**config.mk**
```make
export PLATFORM = sky130hd
export DESIGN_NAME = quad_decoder
export DESIGN_NICKNAME = d
export VERILOG_FILES = /design/src/rtl/quad_pkg.sv /design/src/rtl/quad_filter.sv /design/src/rtl/quad_decoder.sv
export SDC_FILE = /design/constraint.sdc
export NUM_CORES = 1
export LEC_CHECK = 0
export ABC_CLOCK_PERIOD_IN_PS = 2600
export BUFFER_PORTS_ARGS = -buffer_cell sky130_fd_sc_hd__buf_2
export CAP_MARGIN = 20
export CORE_MARGIN = 3
export CORE_UTILIZATION = 60
export CTS_BUF_LIST = sky130_fd_sc_hd__clkbuf_2 sky130_fd_sc_hd__clkbuf_4 sky130_fd_sc_hd__clkbuf_8
export DETAILED_ROUTE_END_ITERATION = 12
export MAX_ROUTING_LAYER = met4
export PLACE_DENSITY = 0.81
export SYNTH_ARGS = -nofsm -noshare
export SYNTH_HDL_FRONTEND = slang
export SYNTH_SLANG_ARGS = --single-unit
```
**constraint.sdc**
```tcl
create_clock -name clk -period 2.6 [get_ports clk]
set_input_delay 0.39 -clock clk [delete_from_list [all_inputs] [get_ports clk]]
set_output_delay 0.39 -clock clk [all_outputs]
set_load 0.05 [all_outputs]
```
**src/rtl/quad_pkg.sv**
```systemverilog
// ============================================================================
//  quad_pkg -- shared types and constants for the quadrature decoder
//  Rev 1.0
// ============================================================================
`default_nettype none

package quad_pkg;

    typedef enum logic [0:0] {
        INIT  = 1'b0,
        TRACK = 1'b1
    } state_t;

    typedef logic [1:0] phase_t;

    localparam logic [7:0] ERR_CNT_MAX = 8'hFF;

    // Position of a {A,B} phase along the forward Gray cycle 00->01->11->10.
    function automatic logic [1:0] phase_pos(input phase_t p);
        logic [1:0] pos;
        case (p)
            2'b00:   pos = 2'd0;
            2'b01:   pos = 2'd1;
            2'b11:   pos = 2'd2;
            default: pos = 2'd3;
        endcase
        return pos;
    endfunction

endpackage

`default_nettype wire

```
**src/rtl/quad_filter.sv**
```systemverilog
// ============================================================================
//  quad_filter -- 2-flop synchronizer plus stability filter for one channel
//  Rev 1.0
// ============================================================================
`default_nettype none

module quad_filter #(
    parameter int FILT_LEN = 4
) (
    input  logic clk,
    input  logic rst_n,
    input  logic din,
    output logic filt,
    output logic quiet
);

    logic       r_s1;
    logic       r_s2;
    logic [3:0] r_cnt;

    always_ff @(posedge clk or negedge rst_n) begin
        if (!rst_n) begin
            r_s1  <= 1'b0;
            r_s2  <= 1'b0;
            filt  <= 1'b0;
            r_cnt <= 4'd0;
        end else begin
            r_s1 <= din;
            r_s2 <= r_s1;
            if (r_s2 == filt) begin
                r_cnt <= 4'd0;
            end else if (r_cnt == 4'(FILT_LEN - 1)) begin
                filt  <= r_s2;
                r_cnt <= 4'd0;
            end else begin
                r_cnt <= r_cnt + 4'd1;
            end
        end
    end

    // Nothing in flight anywhere in the synchronizer/filter chain.
    assign quiet = (r_s1 == r_s2) && (r_s2 == filt);

endmodule

`default_nettype wire

```
**src/rtl/quad_decoder.sv**
```systemverilog
// ============================================================================
//  quad_decoder -- filtered quadrature decoder with inc/dec/err pulses
//  Rev 1.0
// ============================================================================
`default_nettype none

module quad_decoder
    import quad_pkg::*;
#(
    parameter int FILT_LEN = 4
) (
    input  logic       clk,
    input  logic       rst_n,
    input  logic       a_in,
    input  logic       b_in,
    input  logic       en,
    input  logic       clr_err,
    output logic       inc,
    output logic       dec,
    output logic       err,
    output logic [7:0] err_cnt
);

    logic       w_a_f;
    logic       w_b_f;
    logic       w_a_quiet;
    logic       w_b_quiet;
    phase_t     w_ab;
    logic [1:0] w_dist;
    logic       w_fwd;
    logic       w_rev;
    logic       w_bad;

    state_t     r_state;
    phase_t     r_phase;
    logic [3:0] r_init_cnt;

    quad_filter #(.FILT_LEN(FILT_LEN)) u_filt_a (
        .clk   (clk),
        .rst_n (rst_n),
        .din   (a_in),
        .filt  (w_a_f),
        .quiet (w_a_quiet)
    );

    quad_filter #(.FILT_LEN(FILT_LEN)) u_filt_b (
        .clk   (clk),
        .rst_n (rst_n),
        .din   (b_in),
        .filt  (w_b_f),
        .quiet (w_b_quiet)
    );

    assign w_ab   = {w_a_f, w_b_f};
    // Signed step along the Gray cycle: 1 forward, 3 reverse, 2 skipped a phase.
    assign w_dist = phase_pos(w_ab) - phase_pos(r_phase);
    assign w_fwd  = (r_state == TRACK) && (w_dist == 2'd1);
    assign w_rev  = (r_state == TRACK) && (w_dist == 2'd3);
    assign w_bad  = (r_state == TRACK) && (w_dist == 2'd2);

    always_ff @(posedge clk or negedge rst_n) begin
        if (!rst_n) begin
            r_state    <= INIT;
            r_phase    <= 2'b00;
            r_init_cnt <= 4'd0;
            inc        <= 1'b0;
            dec        <= 1'b0;
            err        <= 1'b0;
            err_cnt    <= 8'd0;
        end else begin
            inc <= en & w_fwd;
            dec <= en & w_rev;
            err <= en & w_bad;

            if (clr_err) begin
                err_cnt <= 8'd0;
            end else if (en && w_bad && (err_cnt != ERR_CNT_MAX)) begin
                err_cnt <= err_cnt + 8'd1;
            end

            case (r_state)
                INIT: begin
                    // Phase is still 00 here, so any difference is the first filtered update.
                    if (w_ab != r_phase) begin
                        r_phase <= w_ab;
                        r_state <= TRACK;
                    end else if (w_a_quiet && w_b_quiet) begin
                        if (r_init_cnt == 4'(FILT_LEN - 1)) begin
                            r_state <= TRACK;
                        end else begin
                            r_init_cnt <= r_init_cnt + 4'd1;
                        end
                    end else begin
                        r_init_cnt <= 4'd0;
                    end
                end
                TRACK: begin
                    r_phase <= w_ab;
                end
                default: begin
                    r_state <= INIT;
                end
            endcase
        end
    end

endmodule

`default_nettype wire

```
==> impl_results.md, run 1 <==
- Status: completed
- DR vias: 1174
- Post-synthesis mux area share: 2.11%
- Post-Synth Adder-Cell Area: 7.04%
- Grt total ovfl: 0
- Period minus WS final: 2.24 ns
- CP Launch Type: flop
- Cells resized by post-CTS repair: 0
- DRT antenna net count: 0
- Final Non-Filler Cells: 195
- Initial antenna violation count: 0
- Buffers on Ports: 16
- Synth Instances: 145
- Sequential area share after synthesis: 50.1%
- Post-route DRC: 0
- Pins Over Slew Limit: 0
- Syn_area_per_cell: 11.0 sq um
- Critical R2R Launch: u_filt_b.filt$_DFFE_PN0P_
- Setup bufs post-CTS: 0
- Most frequent CP cell: ha_1
- Root Buffer: clkbuf_4
- Synth Area in XOR/XNOR: 5.40%
- Final period util: 86.0%
- Final setup vio count: 0
- Area delta synth->final: 10.1%
- Worst hold path class: in2async
- Vias in the first global route: 1127
- FFs w/ async S/R, synth: 100%
- Critical-path cell list: inv_1 > ha_1 > ha_1 > nand3_2 > nor4_2 > mux2_1
- HPWL after DPL: 1970 um
- 1st-iter DRT viols: 34
- CTS sink count: 32
- # diodes: 0
- Layout fillers: 177
- Layout Cell Area excl Fill: 0.00176 sq mm
- Final setup TNS: 0 ns
- H-tree depth: 2
- Clock Latency Late Sink: 0.33 ns
- Placed Area: 0.00169 sq mm
- Data arrival time of the worst path: 2.46 ns
- Clk buf depth: 2
- CTS Hold Bufs: 0
- Cell variety after synth: 39
- Post-route setup slack: 0.365 ns
- Largest net degree at the start of global routing: 33
- Layout cells sized above 1: 18.2%
- Number of flops mapped to enable cells by yosys: 0
- Final core utilization: 70.4%
- Unrepaired setup endpoints after global routing: no
- Initial cell density of the core: 64.0%
- Clock Skews: 0.00898 ns
- Top delay family on crit path: adder cells
- R2R Setup Slk: 0.36 ns
- Vias per std cell: 6.02
- Drt pass-1 iters: 4
- Fmax achieved: 447 MHz
- Die area: 0.00332 sq mm
- Critical path type: reg2reg
- Io pins: 17
- Total GRT Usage: 20.0%
- Die width: 57.6 um
- Placer's final routability congestion estimate: 0.831
- Hold Fails Final Rpt: 0
- Critical Path RT: 2.82 ns
- CP Max Fanout: 10
- Routed WL: 2820 um
- Post-synthesis simple-gate area fraction: 22.8%
- Pwr Density: 963 mW/mm^2
- Area occupied by multi-input gates: 761 sq um
- Placed cell count: 187
- Core Rows: 18
- Place WS: 0.416 ns
- Synth Net Count: 160
- YS warnings: 0
- Critical Path Sink Type: flop
- Final nets: 179
- CP max-delay cell: dfrtp_1
- Main synth FF type: dfrtp_1
- Num CTS Buffers: 5
- Area occupied by registers: 801 sq um
- Max VDD drop: 0.663 mV
- Max Cap Violations: 0
- LEAKAGE: 0.801 nW
- Worst-path clk slew: 0.10 ns
- Largest family of logic cells by synthesized area: simple AND/OR/NAND/NOR gates
- Crit path largest cell delay: 0.47 ns
- Max-Slew Margin vs Limit: 54.0%
- Post-synthesis compound-gate area fraction: 10.2%
- Core Region: 0.00250 sq mm
- Actual slew at the worst max-slew pin: 0.690 ns
- WL per Instance: 14.5 um
- Buffers plus inverters on the worst setup path: 1
- Post-Syn Area: 0.00160 sq mm
- R2R cell count: 6
- Flops & latches, synth: 32
- R2r endpoint: err_cnt[4]$_DFFE_PN0P_
- CTS tree: built
- Die height: 57.6 um
- First-pass GRT wire length: 4890 um
## state kept, by name, indices dropped and copies added, names as in the netlist
signal / flops
inc: 1
r_phase: 2
r_init_cnt: 4
u_filt_b.r_cnt: 4
err: 1
u_filt_a.r_s2: 1
r_state: 1
u_filt_b.r_s2: 1
u_filt_a.r_cnt: 4
dec: 1
u_filt_a.filt: 1
u_filt_b.r_s1: 1
u_filt_b.filt: 1
u_filt_a.r_s1: 1
err_cnt: 8
## power by group
part           total, mW  switching, mW  internal [mW]
sequential         0.660         0.0792          0.581
combinational      0.729          0.464          0.265
clock              0.306          0.163          0.143
## per-layer routing
layer	GRT usage (%)	share of wire [%]	up-vias
met1	24.0	44	578
met2	30.8	49	26
met4	10.9	1.5	0
met3	5.35	5.0	5
met5	-	0	-
li1	-	-	565
## synth_stat cells, drive strengths merged, types with 2 or more instances
cell      n  share of area, %
dfrtp    32                50
ha        9               7.0
nor2      8               2.8
a21oi     7               2.2
nor3      7               2.2
nand3     6               2.2
nor2b     6               2.3
and3      5               2.0
o21ai     5               1.6
o31ai     5               2.3
or4       5               2.3
xor2      5               2.7
inv       4              0.94
nand2     4              0.94
xnor2     4               2.7
mux2      3               2.1
nand2b    3               1.2
nand3b    3               1.4
nand4     3               1.2
nor3b     3               1.4
nor4      3               1.6
a22o      2               1.1
buf       2              0.94
clkbuf    2              0.47
o2bb2ai   2               1.1
## logic make-up after synthesis
| kind of cell | count (synthesis) |
|---|---|
| AND/OR/NAND/NOR | 59 |
| AO/OA/AOI/OAI | 25 |
| multiplexers | 3 |
| flip-flops | 32 |
| XOR/XNOR | 9 |
| buffers and inverters | 8 |
| adder cells (fa/ha/maj) | 9 |
## cells in the final DEF, fill, tap and decap left out, types with 4 or more instances in the layout
master | netlist | routed
dfrtp_1 | 32 | 32
buf_2 | 0 | 16
ha_1 | 9 | 9
a21oi_1 | 7 | 7
nor3_1 | 7 | 7
nor2b_1 | 6 | 6
nor2_1 | 6 | 6
clkbuf_4 | 0 | 6
nand3_1 | 5 | 5
xor2_1 | 5 | 5
and3_1 | 5 | 5
or4_1 | 5 | 5
o31ai_1 | 5 | 5
inv_1 | 4 | 4
nand2_1 | 4 | 4
o21ai_0 | 4 | 4
## worst max-delay path by stage
stage	startpoint	endpoint	slack, ns	cells past startpoint
after floorplan	u_filt_b.filt$_DFFE_PN0P_	err_cnt[4]$_DFFE_PN0P_	0.60	6
after global placement	u_filt_b.filt$_DFFE_PN0P_	err_cnt[4]$_DFFE_PN0P_	0.49	6
after detailed placement	u_filt_b.filt$_DFFE_PN0P_	err_cnt[4]$_DFFE_PN0P_	0.42	6
after CTS	u_filt_b.filt$_DFFE_PN0P_	err_cnt[4]$_DFFE_PN0P_	0.38	6
after global routing	u_filt_b.filt$_DFFE_PN0P_	err_cnt[4]$_DFFE_PN0P_	0.21	6
final	u_filt_b.filt$_DFFE_PN0P_	err_cnt[4]$_DFFE_PN0P_	0.36	6
## area by class of cell
cell class	count	share of cell area, %
Sequential cell	32	45.5
Multi-Input combinational cell	105	43.2
Timing Repair Buffer	16	4.55
Clock buffer	7	3.34
Tap cell	30	2.13
Inverter	4	0.853
Clock inverter	1	0.426
## worst register-to-register path, cell delays in order (launching register included)
cell and delay (ns):
dfrtp_1 0.47, inv_1 0.08, ha_1 0.29, ha_1 0.38
nand3_2 0.23, nor4_2 0.33, mux2_1 0.34
## metrics by stage
step                total power, mW  hold WS [ns]
floorplan                      1.29        0.0944
global placement               1.36         0.387
detailed placement             1.38         0.388
CTS                            1.70         0.110
global route                   1.81         0.134
finish                         1.70        0.0937
Power figures use the tool's default switching activity.
==> run 2, diff against run 1 <==
Settings changed: CORE_ASPECT_RATIO from default to 0.5.
==> run 2 against run 1 <==
Effect of this change: die area up 1.1%; final area up 2.1%; flip-flop and latch count unchanged; maximum frequency up 1.4%; non-clock buffer count unchanged; global-route usage down 1.5 points; power up 4.5%; clock power up 31%; core utilization up 5.4 points; cell count up 2.6%; clock-buffer cell count up 1; critical path depth unchanged; critical endpoint unchanged.
==> impl_results.md, run 2 (synthesized netlist as in run 1, its figures left out) <==
- Drt pass-1 iters: 4
- Largest net degree at the start of global routing: 33
- Pwr Density: 985 mW/mm^2
- 1st-iter DRT viols: 53
- Vias per std cell: 5.71
- Clock Latency Late Sink: 0.27 ns
- Max Cap Violations: 0
- Unrepaired setup endpoints after global routing: no
- Buffers on Ports: 16
- Cells resized by post-CTS repair: 0
- Routed WL: 2670 um
- Fin Hold WS: 0.157 ns
- Placer's final routability congestion estimate: 0.867
- Final core utilization: 75.8%
- Commonest cells after routing, fill and taps aside: 32 x dfrtp_1, 16 x buf_2, 9 x ha_1
- Critical Path RT: 2.75 ns
- Top delay family on crit path: adder cells
- Pwr Total: 1.77 mW
- First-pass GRT wire length: 4660 um
- Die area: 0.00336 sq mm
- Die width: 79.0 um
- Layout cells sized above 1: 18.2%
- Worst-path clk slew: 0.06 ns
- Placed Area: 0.00170 sq mm
- Crit path largest cell delay: 0.47 ns
- DR vias: 1142
- CTS tree: built
- Root Buffer: clkbuf_8
- Layout Cell Area excl Fill: 0.00180 sq mm
- H-tree depth: 2
- Final setup TNS: 0 ns
- Die height: 42.5 um
- # diodes: 0
- Grt total ovfl: 0
- CP Launch Type: flop
- Most frequent CP cell: ha_1
- Data arrival time of the worst path: 2.36 ns
- DRT antenna net count: 0
- Commonest non-fill, non-tap cell in the layout: dfrtp_1
- Total GRT Usage: 18.6%
- Largest register FFs: 8
- Io pins: 17
- Area delta synth->final: 12.4%
- Placed cell count: 192
- Final setup vio count: 0
- Fmax achieved: 454 MHz
- HPWL after DPL: 1890 um
- Vias in the first global route: 1015
- Initial cell density of the core: 67.4%
- Period minus WS final: 2.20 ns
- CTS Hold Bufs: 0
- Place WS: 0.413 ns
- Critical-path cell list: inv_1 > ha_1 > ha_1 > nand3_2 > nor4_2 > mux2_1
- Final nets: 179
- Num CTS Buffers: 5
- Final Non-Filler Cells: 200
- Setup bufs post-CTS: 0
- Actual slew at the worst max-slew pin: 0.689 ns
- Max VDD drop: 0.564 mV
- Clk buf depth: 2
- Buffers plus inverters on the worst setup path: 1
- CP Max Fanout: 10
- Hold Fails Final Rpt: 0
- CP max-delay cell: dfrtp_1
- Post-route DRC: 0
- Worst hold path class: in2async
- CTS sink count: 32
- Pins Over Slew Limit: 0
- WL per Instance: 13.4 um
- Core Region: 0.00237 sq mm
- Status: completed
- Core Rows: 12
- Critical Path Sink Type: flop
- LEAKAGE: 0.819 nW
- Top reg by flops: err_cnt
- Clock Skews: 0.00347 ns
- Max-Slew Margin vs Limit: 54.1%
- Post-route setup slack: 0.396 ns
- Critical path type: reg2reg
- Final period util: 84.8%
- Initial antenna violation count: 0
-- run 2: cell count changes in the layout (fill, tap and decap cells not counted), sizes merged --
cell,previous run,this run
clkbuf,7,8
clkinvlp,1,0
-- run 2: routing by layer --
layer  wire (um)  part of all wire, %  up-vias  GRT usage (%)
li1            -                    -      571              -
met4           8                 0.30        0           5.48
met2        1180                   44       32           25.6
met5           0                    0        -              -
met1        1330                   50      536           25.2
met3         152                  5.7        3           7.30
-- run 2: final cells by class --
type	instances	area, sq um
Clock buffer	8	97.6
Fill cell	174	574
Inverter	4	15.0
Multi-Input combinational cell	105	761
Sequential cell	32	801
Tap cell	35	43.8
Timing Repair Buffer	16	80.1
-- run 2: path summary, 6_finish.rpt --
check | start | slack [ns] | to | depth (start not counted)
min in group clk | b_in | 0.22 | u_filt_b.r_s1$_DFF_PN0_ | 1
max in group asynchronous | rst_n | 2.00 | u_filt_b.r_cnt[0]$_DFF_PN0_ | 1
hold / removal | rst_n | 0.16 | err_cnt[6]$_DFFE_PN0P_ | 1
hold reg to reg | u_filt_a.r_s1$_DFF_PN0_ | 0.41 | u_filt_a.r_s2$_DFF_PN0_ | 0
setup reg to reg | u_filt_b.filt$_DFFE_PN0P_ | 0.40 | err_cnt[4]$_DFFE_PN0P_ | 6
setup / recovery | u_filt_b.filt$_DFFE_PN0P_ | 0.40 | err_cnt[4]$_DFFE_PN0P_ | 6
-- run 2: power by group --
part           total (mW)  internal [mW]  switching, mW  leakage [nW]
sequential          0.666          0.582         0.0836         0.419
combinational       0.706          0.261          0.444         0.347
clock               0.400          0.236          0.164        0.0523
total                1.77           1.08          0.692         0.819
==> run 3, diff against run 2 <==
Settings changed: ABC_CLOCK_PERIOD_IN_PS 2600 to 1800, CORE_UTILIZATION 60 to 54, PLACE_DENSITY 0.81 to 0.77.
Clock period 2.6 ns to 1.8 ns, I/O delays scaled along.
==> run 3 against run 2 <==
Effect of this change: the flow now finishes with violations (negative setup slack); register-to-register slack lost 0.49 ns; wire length grew 39%; largest cell class is now multi-input gates; clock skew grew 0.0034 ns; first-iteration DRC count grew 55%.
==> impl_results.md, run 3 (synthesized netlist as in run 1, its figures left out) <==
- Status: finished, violations left
- Failing checks: negative setup slack
- Sequential power share: 26.1%
- CTS tree: built
- Max Cap Violations: 0
- Worst-path clk slew: 0.07 ns
- Area occupied by registers: 806 sq um
- Num CTS Buffers: 5
- Commonest non-fill, non-tap cell in the layout: dfrtp_1
- Placed Area: 0.00183 sq mm
- DR vias: 1299
- Critical-path cell list: ha_4 > inv_2 > ha_4 > nand3_4 > buf_6 > nor4_4 > mux2_4
- Final period util: 105%
- Drt pass-1 iters: 4
- Switch Pwr: 1.47 mW
- Area occupied by multi-input gates: 930 sq um
- CTS sink count: 32
- Largest net degree at the start of global routing: 33
- Period minus WS final: 1.89 ns
- Critical R2R Launch: r_phase[1]$_DFFE_PN0N_
- Post-route setup slack: -0.0916 ns
- Fmax achieved: 529 MHz
- WL per Instance: 16.8 um
- Clock Skews: 0.00687 ns
- Vias in the first global route: 1294
- Layout cells sized above 1: 40.8%
- Place WS: -0.0957 ns
- Largest register FFs: 8
- # diodes: 0
- Buffers on Ports: 16
- R2r endpoint: err_cnt[4]$_DFFE_PN0P_
- Hold Fails Final Rpt: 0
- Clock share of power: 15.8%
- Total GRT Usage: 21.4%
- Final setup vio count: 8
- First-pass GRT wire length: 5820 um
- CP Max Fanout: 7
- Layout Cell Area excl Fill: 0.00211 sq mm
- Crit path largest cell delay: 0.42 ns
- Clock Latency Late Sink: 0.29 ns
- Root Buffer: clkbuf_8
- Layout fillers: 165
- Final core utilization: 78.2%
- Initial antenna violation count: 0
- CP Launch Point: r_phase[1]$_DFFE_PN0N_
- Logic pwr share: 58.1%
- CP max-delay cell: dfrtp_1
- Initial cell density of the core: 59.2%
- Routed WL: 3710 um
- Core Region: 0.00270 sq mm
- Final setup TNS: -0.477 ns
- DRT antenna net count: 0
- CP Launch Type: flop
- Critical path type: reg2reg
- CTS Hold Bufs: 0
- Switching Share: 40.3%
- Clk buf depth: 2
- Commonest cells after routing, fill and taps aside: 28 x dfrtp_1, 16 x buf_2, 16 x buf_4
- Critical Path RT: 1.98 ns
- Final nets: 198
- 1st-iter DRT viols: 82
- Max VDD drop: 0.950 mV
- Top reg by flops: err_cnt
- Die width: 83.0 um
- Area delta synth->final: 32.1%
- LEAKAGE: 0.935 nW
- Core Rows: 13
- Post-route DRC: 0
- H-tree depth: 2
- Most frequent CP cell: ha_4
- Max-Slew Margin vs Limit: 52.8%
- Die area: 0.00369 sq mm
- Placer's final routability congestion estimate: 0.805
- R2R Setup Slk: -0.09 ns
- Io pins: 17
- Unrepaired setup endpoints after global routing: yes
- Actual slew at the worst max-slew pin: 0.708 ns
- R2R cell count: 7
- Grt total ovfl: 0
- Crit path to: err_cnt[4]$_DFFE_PN0P_
- Critical Path Sink Type: flop
- Cell internal pwr: 2.18 mW
- Worst hold path class: in2async
- Fin Hold WS: 0.0250 ns
- Data arrival time of the worst path: 2.07 ns
- Die height: 44.5 um
- Pwr Density: 1730 mW/mm^2
- Vias per std cell: 5.88
- HPWL after DPL: 2120 um
- Pins Over Slew Limit: 0
==> run 3: cell count changes in the layout (fill, tap and decap cells not counted), sizes merged <==
cell and delta:
buf +18, clkbuf -2, clkinv +2, xnor2 +1
==> run 3: stage by stage <==
step / power [mW] / instances
finish: 3.65 / 221
global route: 3.88 / 221
detailed placement: 2.45 / 206
global placement: 2.39 / 206
CTS: 3.46 / 221
floorplan: 2.02 / 145
==> run 3: area by class of cell <==
class | instances | area share [%]
tap | 37 | 2.19
clock buffer | 6 | 3.91
clock inverter | 2 | 0.474
timing repair buffer | 34 | 10.5
sequential | 32 | 38.2
multi-input combinational | 106 | 44.0
inverter | 4 | 0.711
==> run 3: worst min-delay path by stage <==
stage | slack (ns) | cells past startpoint | endpoint | from
final | 0.03 | 1 | err_cnt[6]$_DFFE_PN0P_ | rst_n
after global routing | 0.07 | 1 | u_filt_a.r_s1$_DFF_PN0_ | a_in
after CTS | 0.06 | 1 | r_phase[0]$_DFFE_PN0N_ | rst_n
after detailed placement | 0.37 | 1 | err$_DFF_PN0_ | rst_n
after global placement | 0.35 | 1 | err_cnt[3]$_DFFE_PN0P_ | rst_n
after floorplan | -0.03 | 0 | dec$_DFF_PN0_ | rst_n
==> run 3: layer usage <==
layer,up-vias,share of wire [%],track usage (%)
li1,612,-,-
met1,619,42,24.8
met2,54,48,35.2
met3,14,7.0,6.69
met4,0,2.8,9.77
met5,-,0,-
==> run 3: critical path, delay by kind of cell (launching register included) <==
kind,cells,cell delay [ns]
DFF,1,0.42
and+or+nand+nor,2,0.27
muxes,1,0.33
adders and majority gates,2,0.56
buffers and inverters,2,0.20
==> run 3: power by group through the flow <==
stage          clock (mW)  sequential (mW)  combinational (mW)
2_1_floorplan           0             1.06               0.958
3_3_place_gp            0            0.943                1.45
3_5_place_dp            0            0.955                1.49
4_1_cts             0.586            0.950                1.92
5_1_grt             0.635            0.964                2.28
6_report            0.577            0.953                2.12
==> run 3: timing repair <==
action | in CTS | in global routing
buffers inserted | 6 | 1
endpoints found under the setup margin | 8 | 10
resized for setup | 11 | 13
cloned | 1 | 0
pin swaps | 11 | 5
